[src/rtl/xidoo_core_if.sv]
// Program-load bus for xidoo_core: the external loader drives, the core consumes.
// There is no valid/ready handshake. The loader treats Prog_we as a one-cycle write strobe that
// needs no acknowledge, and the core accepts it only while its reset is asserted.
interface xidoo_core_if #(
  parameter int AW = 5,
  parameter int DW = 8
);
  logic          Prog_we;
  logic [AW-1:0] Prog_addr;
  logic [DW-1:0] Prog_data;

  modport master (output Prog_we, output Prog_addr, output Prog_data);
  modport slave  (input  Prog_we, input  Prog_addr, input  Prog_data);
endinterface

[src/rtl/xidoo_core.sv]
// xidoo_core: accumulator CPU (FETCH/DECODE/EXEC/INWAIT/HALT) with unified 2^AW x DW memory.
// Define XIDOO_CORE_ENTER_WAIT_EN to make IN wait for the Enter strobe.
module xidoo_core #(
  parameter int DW = 8,
  parameter int AW = 5
) (
  input  logic          CLK,
  input  logic          RST,
  input  logic [DW-1:0] SWT,
  input  logic          Enter,
  xidoo_core_if.slave   prog,
  output logic [DW-1:0] LEDs,
  output logic          Halt,
  output logic [2:0]    dbg_state,
  output logic [AW-1:0] dbg_pc,
  output logic [DW-1:0] dbg_ir
);

  typedef enum logic [2:0] {
    S_FETCH  = 3'd0,
    S_DECODE = 3'd1,
    S_EXEC   = 3'd2,
    S_INWAIT = 3'd3,
    S_HALT   = 3'd4
  } state_t;

  localparam logic [2:0] OP_LOAD  = 3'b000;
  localparam logic [2:0] OP_STORE = 3'b001;
  localparam logic [2:0] OP_ADD   = 3'b010;
  localparam logic [2:0] OP_SUB   = 3'b011;
  localparam logic [2:0] OP_IN    = 3'b100;
  localparam logic [2:0] OP_JZ    = 3'b101;
  localparam logic [2:0] OP_JPOS  = 3'b110;
  localparam logic [2:0] OP_HALT  = 3'b111;

  state_t        state_q, state_d;
  logic [AW-1:0] pc_q, pc_d;
  logic [DW-1:0] ir_q, ir_d;
  logic [DW-1:0] a_q, a_d;
  logic [DW-1:0] leds_q, leds_d;
  logic          halt_q, halt_d;

  logic [DW-1:0] mem_q [2**AW];

  logic [2:0]    opcode;
  logic [AW-1:0] ir_addr;
  logic [DW-1:0] mem_rd;
  logic          store_we;
  logic          mem_we;
  logic [AW-1:0] mem_waddr;
  logic [DW-1:0] mem_wdata;

  assign opcode  = ir_q[DW-1 -: 3];
  assign ir_addr = ir_q[AW-1:0];
  assign mem_rd  = mem_q[ir_addr];

  always_comb begin
    state_d  = state_q;
    pc_d     = pc_q;
    ir_d     = ir_q;
    a_d      = a_q;
    store_we = 1'b0;
    case (state_q)
      S_FETCH: begin
        ir_d    = mem_q[pc_q];
        pc_d    = pc_q + 1'b1;
        state_d = S_DECODE;
      end
      S_DECODE: begin
        if (opcode == OP_HALT)    state_d = S_HALT;
        else if (opcode == OP_IN) state_d = S_INWAIT;
        else                      state_d = S_EXEC;
      end
      S_EXEC: begin
        case (opcode)
          OP_LOAD:  a_d = mem_rd;
          OP_STORE: store_we = 1'b1;
          OP_ADD:   a_d = a_q + mem_rd;
          OP_SUB:   a_d = a_q - mem_rd;
          OP_JZ:    if (a_q == '0) pc_d = ir_addr;
          OP_JPOS:  if (!a_q[DW-1] && (a_q != '0)) pc_d = ir_addr;
          default:  a_d = a_q;
        endcase
        state_d = S_FETCH;
      end
      S_INWAIT: begin
`ifdef XIDOO_CORE_ENTER_WAIT_EN
        if (Enter) begin
          a_d     = SWT;
          state_d = S_FETCH;
        end
`else
        a_d     = SWT;
        state_d = S_FETCH;
`endif
      end
      S_HALT:  state_d = S_HALT;
      default: state_d = S_FETCH;
    endcase
    // Halt and LEDs are registered copies of the next state and accumulator.
    halt_d = (state_d == S_HALT);
    leds_d = a_d;
  end

  // The loader owns the write port during reset. An aborted STORE can never reach it.
  always_comb begin
    if (!RST) begin
      mem_we    = prog.Prog_we;
      mem_waddr = prog.Prog_addr;
      mem_wdata = prog.Prog_data;
    end else begin
      mem_we    = store_we;
      mem_waddr = ir_addr;
      mem_wdata = a_q;
    end
  end

  always_ff @(posedge CLK) begin
    if (mem_we) mem_q[mem_waddr] <= mem_wdata;
  end

  always_ff @(posedge CLK) begin
    if (!RST) begin
      state_q <= S_FETCH;
      pc_q    <= '0;
      ir_q    <= '0;
      a_q     <= '0;
      leds_q  <= '0;
      halt_q  <= 1'b0;
    end else begin
      state_q <= state_d;
      pc_q    <= pc_d;
      ir_q    <= ir_d;
      a_q     <= a_d;
      leds_q  <= leds_d;
      halt_q  <= halt_d;
    end
  end

  assign LEDs      = leds_q;
  assign Halt      = halt_q;
  assign dbg_state = state_q;
  assign dbg_pc    = pc_q;
  assign dbg_ir    = ir_q;

endmodule

[src/flat_wrapper.sv]
// flat-port wrapper written by rule: the top's interface ports become plain ports
module xidoo_core_flat 
#(
  parameter int DW = 8,
  parameter int AW = 5
)
  (CLK, RST, SWT, Enter, LEDs, Halt, dbg_state, dbg_pc, dbg_ir, prog_Prog_we, prog_Prog_addr, prog_Prog_data);
  xidoo_core_if #(.AW(AW), .DW(DW)) prog_i ();
  input  logic CLK;
  input  logic RST;
  input  logic [DW-1:0] SWT;
  input  logic Enter;
  output logic [DW-1:0] LEDs;
  output logic Halt;
  output logic [2:0] dbg_state;
  output logic [AW-1:0] dbg_pc;
  output logic [DW-1:0] dbg_ir;
  input wire logic [$bits(prog_i.Prog_we)-1:0] prog_Prog_we;
  input wire logic [$bits(prog_i.Prog_addr)-1:0] prog_Prog_addr;
  input wire logic [$bits(prog_i.Prog_data)-1:0] prog_Prog_data;
  assign prog_i.Prog_we = prog_Prog_we;
  assign prog_i.Prog_addr = prog_Prog_addr;
  assign prog_i.Prog_data = prog_Prog_data;
  xidoo_core #(.DW(DW), .AW(AW)) u_core (.CLK(CLK), .RST(RST), .SWT(SWT), .Enter(Enter), .prog(prog_i), .LEDs(LEDs), .Halt(Halt), .dbg_state(dbg_state), .dbg_pc(dbg_pc), .dbg_ir(dbg_ir));
endmodule
[config.mk]
export PLATFORM = sky130hd
export DESIGN_NAME = xidoo_core_flat
export DESIGN_NICKNAME = d
export VERILOG_FILES = /design/src/rtl/xidoo_core_if.sv /design/src/rtl/xidoo_core.sv /design/src/flat_wrapper.sv
export SDC_FILE = /design/constraint.sdc
export NUM_CORES = 1
export LEC_CHECK = 0
export CAP_MARGIN = 20
export CORE_AREA = 5 5 120 207
export CTS_BUF_LIST = sky130_fd_sc_hd__clkbuf_8 sky130_fd_sc_hd__clkbuf_16
export CTS_CLUSTER_DIAMETER = 200
export CTS_CLUSTER_SIZE = 24
export DETAILED_ROUTE_END_ITERATION = 10
export DIE_AREA = 0 0 125 212
export PLACE_DENSITY = 0.84
export RECOVER_POWER = 100
export REMOVE_ABC_BUFFERS = 1
export SYNTH_ARGS = -nofsm -noshare
export SYNTH_HDL_FRONTEND = slang
export SYNTH_SLANG_ARGS = --single-unit
[constraint.sdc]
create_clock -name CLK -period 4.6 [get_ports CLK]
set_input_delay 0.46 -clock CLK [delete_from_list [all_inputs] [get_ports CLK]]
set_output_delay 0.46 -clock CLK [all_outputs]
set_load 0.02 [all_outputs]
# After elaboration in Yosys (flattened, before gate mapping)
# Memories as Yosys holds them, arrays and structs flattened. A register that Yosys moved wholly into a read port is not among the register bits.
# Cells that the tools add are included.
# classes
eq_ne	16
n_mux	16
n_addsub	3
n_reduce_logical	11
# op_table
cell	count
$pmux W8 S3	1
$pmux W5 S2	2
$eq A3 B3 Y1 const B	6
$pmux W8 S2	1
$mux W5	3
$eq A3 B2 Y1 const B	4
$ne A3 B2 Y1 const B	3
$pmux W3 S3	1
$add A8 B8 Y8	1
$logic_not A8 Y1	1
$mux W8	1
$reduce_bool A8 Y1	1
$sub A8 B8 Y8	1
$eq A3 B1 Y1 const B	2
$logic_not A3 Y1	2
$mux W1	6
$add A5 B1 Y5 const B	1
$ne A4 B4 Y1 const B	1
$reduce_and A4 Y1	1
$reduce_bool A2 Y1	2
$mux W3	1
$logic_not A1 Y1	2
$reduce_and A2 Y1	1
$logic_and A1 B1 Y1	1
# totals
out_inout_bits	25
in_bits	25
reg_bits	17
mem_bits_rw	256
n_memories	1
wordCells	51
# memory_table
memory	depth	word_bits	read_ports	rd_ports_with_merged_regs	wr	line	source
u_core.mem_q	32	8	2	1	1	xidoo_core.sv:43	logic [DW-1:0] mem_q [2**AW];

# Depth between registers and ports, before layout
# logic_depth
depth_word	6
mapped_depth	20
depth_no_buf	16

# Worst setup path before layout
# Ideal clock, no wire load.
# synth_timing
kind	register to register
from	register u_core.ir_q[0] (netlist: u_core.dbg_ir[0]), read port of u_core.mem_q
to	register u_core.a_q[6]
arrival_ns	3.740
t_required_ns	4.529
setup_ns	0.071
path_buffers	3
slack_ns	0.789
synth_period_minus_slack_ns	3.811
path_stages_with_launch	20
path_cell_list	dfxtp_1 > buf_6 > buf_6 > buf_6 > mux4_2 > o22ai_1 > nor2_1 > nand2_1 > ha_1 > a21oi_1 > xor2_1 > ha_1 > a21o_1 > a21oi_1 > o21bai_1 > a21oi_1 > xnor2_1 > a21oi_1 > a211o_1 > a21oi_1
# synth_via
elab_chain_cells	4
word_cells_on_any_way	5
cone_classes	add/sub (2); mux (2); memory (1)
# synth_rtl
element	line	source
start, declared	xidoo_core.sv:38	logic [DW-1:0] ir_q, ir_d;
$mem_v2 Z32 W8 (*)	-	
$sub A8 B8 Y8 / $add A8 B8 Y8 (equally long branches)	xidoo_core.sv:79, xidoo_core.sv:78	
$pmux W8 S3 (*)	xidoo_core.sv:75	case (opcode)
$pmux W8 S2 (*)	xidoo_core.sv:63	case (state_q)
end signal, assigned	xidoo_core.sv:127	a_q <= '0;
end signal, assigned	xidoo_core.sv:134	a_q <= a_d;
end, declared	xidoo_core.sv:39	logic [DW-1:0] a_q, a_d;
# Mark *: on every way between the ends. The rest lies on a longest branch, timed or not.
# A chain may end at the register's enable or synchronous reset.

# Worst setup path in the final report
# layout_timing
from	register u_core.ir_q[1] (netlist: u_core.dbg_ir[1]), read port of u_core.mem_q
to	register u_core.a_q[7]
# Same word-level chain as after synthesis.

==> flow_summary.ini <==
[status]
run_status = complete, but fails checks
violations_in_the_final_reports = capacitance limit, slew limit

[cts]
numClockSinks = 281
ctsLongestPathBuffers = 3
post_cts_resize_count = 0
cts.repair_timing.setup_buffer_count = 0
tritoncts = done
clock_tree.root_cell = sky130_fd_sc_hd__clkbuf_16
worst_skew_late_latency_ns = 0.49
cts_htree_levels = 1
cts_hold_buffers = 0
clk_pin_slew_worst_paths_ns = 0.10
cts_inserted_buffers = 15

[die]
floorplan.initialDensity_pct = 59.7
die_height_um = 212
placement_rows = 74
boundaryPins = 50
core_area_sq_um = 23100
die-area_sq_um = 26500
die-width_um = 125

[logic_synthesis]
post_synth_main_area_contributors = sky130_fd_sc_hd__edfxtp_1 (56%), sky130_fd_sc_hd__mux4_2 (23%), sky130_fd_sc_hd__dfxtp_1 (3.6%)
synth-seq-area-share_pct = 59.5
synth-seq-cells = 281
synth-main-ff-cell = sky130_fd_sc_hd__edfxtp_1
yosys_warnings = 0
syn-cell-area_sq_um = 13800
synthArstFlopShare_pct = 0
synthDominantAreaCellType = sky130_fd_sc_hd__edfxtp_1
instance_count_of_the_mapped_netlist = 813
synth-edff-count = 256
syn-mean-instance-area_sq_um = 16.9
synth_largest_type_area_fraction_pct = 55.9
yosysUniqueCellTypes = 59

[min_path]
whs_endpoint = u_core.dbg_state[0]
worstHoldStart = u_core.dbg_state[2]
holdPathStages = 1
hp_class = register to register

[timing]
grt_setup_unrepaired = no
max_slew.worst_pin.slew_ns = 1.84
fin_ws_ns = 0.317
clock_skew_ns = 0.0224
count_of_endpoints_failing_setup_in_the_final_report = 0
worst_slew_margin_rel_pct = -22.4
timing.final.hold_violations = 0
fin_crit_ns = 4.28
period_share_pct = 93.1
maxClockFrequency_ghz = 0.233
timing_max_transition_violations_final = 67

[power]
power_density_nw_per_um2 = 427
irDropWorstVdd_mv = 0.205
leakage_nw = 4.74

[finish]
final-instance-count-excl-fill = 1199
n_fill_cell = 1522
post_route_cells_drive_above_1_share_pct = 22.0
fin_nets = 922
flow.area_growth_from_synthesis_pct = 10.0
antenna_cells_inserted = 0

[critical_path]
crit_path_end_kind = register
worst_ep_arrival_time_ns = 4.69
ff2ff_setup_slack_ns = 0.32
critical_path.slowest_cell = sky130_fd_sc_hd__dfxtp_1
worstReg2RegEnd = u_core.a_q[7]
cp_max_fo = 13
worst-r2r-cell-count = 16
critPathMaxStageDelay_ns = 0.81
crit_path_buffers_inverters = 1
critical_path.top_delay_family = simple AND/OR/NAND/NOR gates
r2r-start = u_core.dbg_ir[1]
setup.worst_path.class = register to register
worstSetupStartpointType = register
cp_data_required_time_ns = 5.01
cell_breakdown_of_the_critical_path = buf_4 -> or3b_2 -> o22ai_1 -> nor2_1 -> nand2_1 -> ha_1 -> a21oi_1 -> ha_1 -> nor2b_1 -> o2111ai_1 -> nand3_1 -> o41a_1 -> xnor2_1 -> xnor2_1 -> nand4b_1 -> o211ai_1

[grt]
global_route.usage.total_pct = 27.1
grt_first_pass_wirelength_um = 53400
initial_antenna_violation_count = 0
globalRouteOverflowTotal = 0
grt_start_max_net_pins = 38
vias_in_the_first_global_route = 8484

[place]
routabilityCongestion = 0.907
number_of_placed_instances_taps_included = 1174
port_buffers = 48
place_ws_ns = 0.473
detailedPlacementHpwl_um = 24900

[detailed_routing]
drcViolationCount = 0
drt-wirelength-per-cell_um = 30.0
drt_pass1_iterations = 5
detail-route-antenna-nets = 0
drtIter0Drc = 1038
viasPerCell = 7.12
wl_um = 36000
vias = 8534

[flow_run]
max_cap_violations = 3
routing by layer:
layer | global-route usage (%) | up-vias | part of all wire [%]
li1 | - | 3494 | -
met1 | 32.4 | 4366 | 32
met2 | 47.8 | 558 | 52
met3 | 3.54 | 116 | 8.5
met4 | 15.0 | 0 | 7.4
met5 | 0 | - | 0
stage by stage:
step | area [sq um] | setup TNS [ns] | hold slack (ns) | total power [mW] | util (%)
final | 15100 | 0 | 0.539 | 6.46 | 65.7
after global routing | 15100 | 0 | 0.559 | 6.73 | 65.7
after CTS | 15300 | 0 | 0.533 | 6.47 | 66.3
after detailed placement | 14900 | 0 | 0.520 | 5.14 | 64.5
after global placement | 14900 | 0 | 0.515 | 5.08 | 64.5
after floorplan | 13500 | -11.35 | 0.565 | 4.53 | -
cell families (layout without fill, tap and decap cells):
logic type	after synthesis	in the layout	synth area share, %
flip-flops	281	281	59.5
multiplexers	179	179	26.0
AND/OR/NAND/NOR	169	169	5.71
XOR/XNOR	12	12	0.764
buffers and inverters	63	145	2.24
adder cells (fa/ha/maj)	10	10	0.964
AO/OA/AOI/OAI	99	99	4.87
placed cells by master, fill, tap and decap left out, types with 13 or more instances in the layout:
master | synthesis | final
sky130_fd_sc_hd__o22ai_1 | 21 | 21
sky130_fd_sc_hd__clkbuf_16 | 0 | 15
sky130_fd_sc_hd__dlygate4sd3_1 | 0 | 20
sky130_fd_sc_hd__mux4_2 | 141 | 141
sky130_fd_sc_hd__buf_4 | 1 | 22
sky130_fd_sc_hd__a21oi_1 | 21 | 21
sky130_fd_sc_hd__clkdlybuf4s50_1 | 0 | 28
sky130_fd_sc_hd__inv_1 | 9 | 18
sky130_fd_sc_hd__a211oi_1 | 13 | 13
sky130_fd_sc_hd__nand2_1 | 41 | 41
sky130_fd_sc_hd__nor2_1 | 74 | 74
sky130_fd_sc_hd__mux2i_1 | 26 | 26
sky130_fd_sc_hd__clkbuf_1 | 30 | 38
sky130_fd_sc_hd__edfxtp_1 | 256 | 256
sky130_fd_sc_hd__dfxtp_1 | 25 | 22
registers in the layout (all words and copies together) (netlist names):
register          flops
u_core.dbg_ir         8
u_core.mem_q        256
u_core.dbg_pc         5
u_core.Halt           1
u_core.a_q            8
u_core.dbg_state      3
final cells by class:
class	instances	area, sq um	area share [%]
multi-input cells	469	5260	34.8
inverters	9	33.8	0.223
well taps	304	380	2.51
flip-flops and latches	281	8190	54.1
repair buffers	111	848	5.60
clock buffers	15	375	2.48
clock inverters	10	42.5	0.281
cells in the mapped netlist, types with 8 or more instances:
| cell type | n |
|---|---|
| sky130_fd_sc_hd__o22ai_1 | 21 |
| sky130_fd_sc_hd__a22oi_1 | 8 |
| sky130_fd_sc_hd__a211oi_1 | 13 |
| sky130_fd_sc_hd__mux2i_1 | 26 |
| sky130_fd_sc_hd__nand3_1 | 9 |
| sky130_fd_sc_hd__edfxtp_1 | 256 |
| sky130_fd_sc_hd__o21ai_0 | 10 |
| sky130_fd_sc_hd__clkbuf_1 | 30 |
| sky130_fd_sc_hd__inv_1 | 9 |
| sky130_fd_sc_hd__buf_2 | 12 |
| sky130_fd_sc_hd__dfxtp_1 | 25 |
| sky130_fd_sc_hd__mux4_2 | 141 |
| sky130_fd_sc_hd__mux2_2 | 12 |
| sky130_fd_sc_hd__ha_1 | 9 |
| sky130_fd_sc_hd__nor2b_1 | 8 |
| sky130_fd_sc_hd__a21oi_1 | 21 |
| sky130_fd_sc_hd__nand2_1 | 41 |
| sky130_fd_sc_hd__nor2_1 | 74 |
| sky130_fd_sc_hd__xnor2_1 | 8 |
power breakdown:
part           switching, mW  internal (mW)
clock network          0.763          0.602
registers              0.141           2.89
logic                   1.08          0.976
worst max path at each step:
| stage | cells past startpoint | slack [ns] | from | end |
|---|---|---|---|---|
| after detailed placement | 14 | 0.47 | u_core.dbg_ir[0] | u_core.a_q[7] |
| after floorplan | 16 | -1.81 | u_core.dbg_ir[0] | u_core.a_q[6] |
| after global placement | 17 | 0.55 | u_core.dbg_ir[0] | u_core.a_q[7] |
| after global routing | 16 | 0.08 | u_core.dbg_ir[1] | u_core.a_q[7] |
| after CTS | 14 | 0.44 | u_core.dbg_ir[0] | u_core.a_q[7] |
| final | 16 | 0.32 | u_core.dbg_ir[1] | u_core.a_q[7] |
Power figures use the tool's default switching activity.
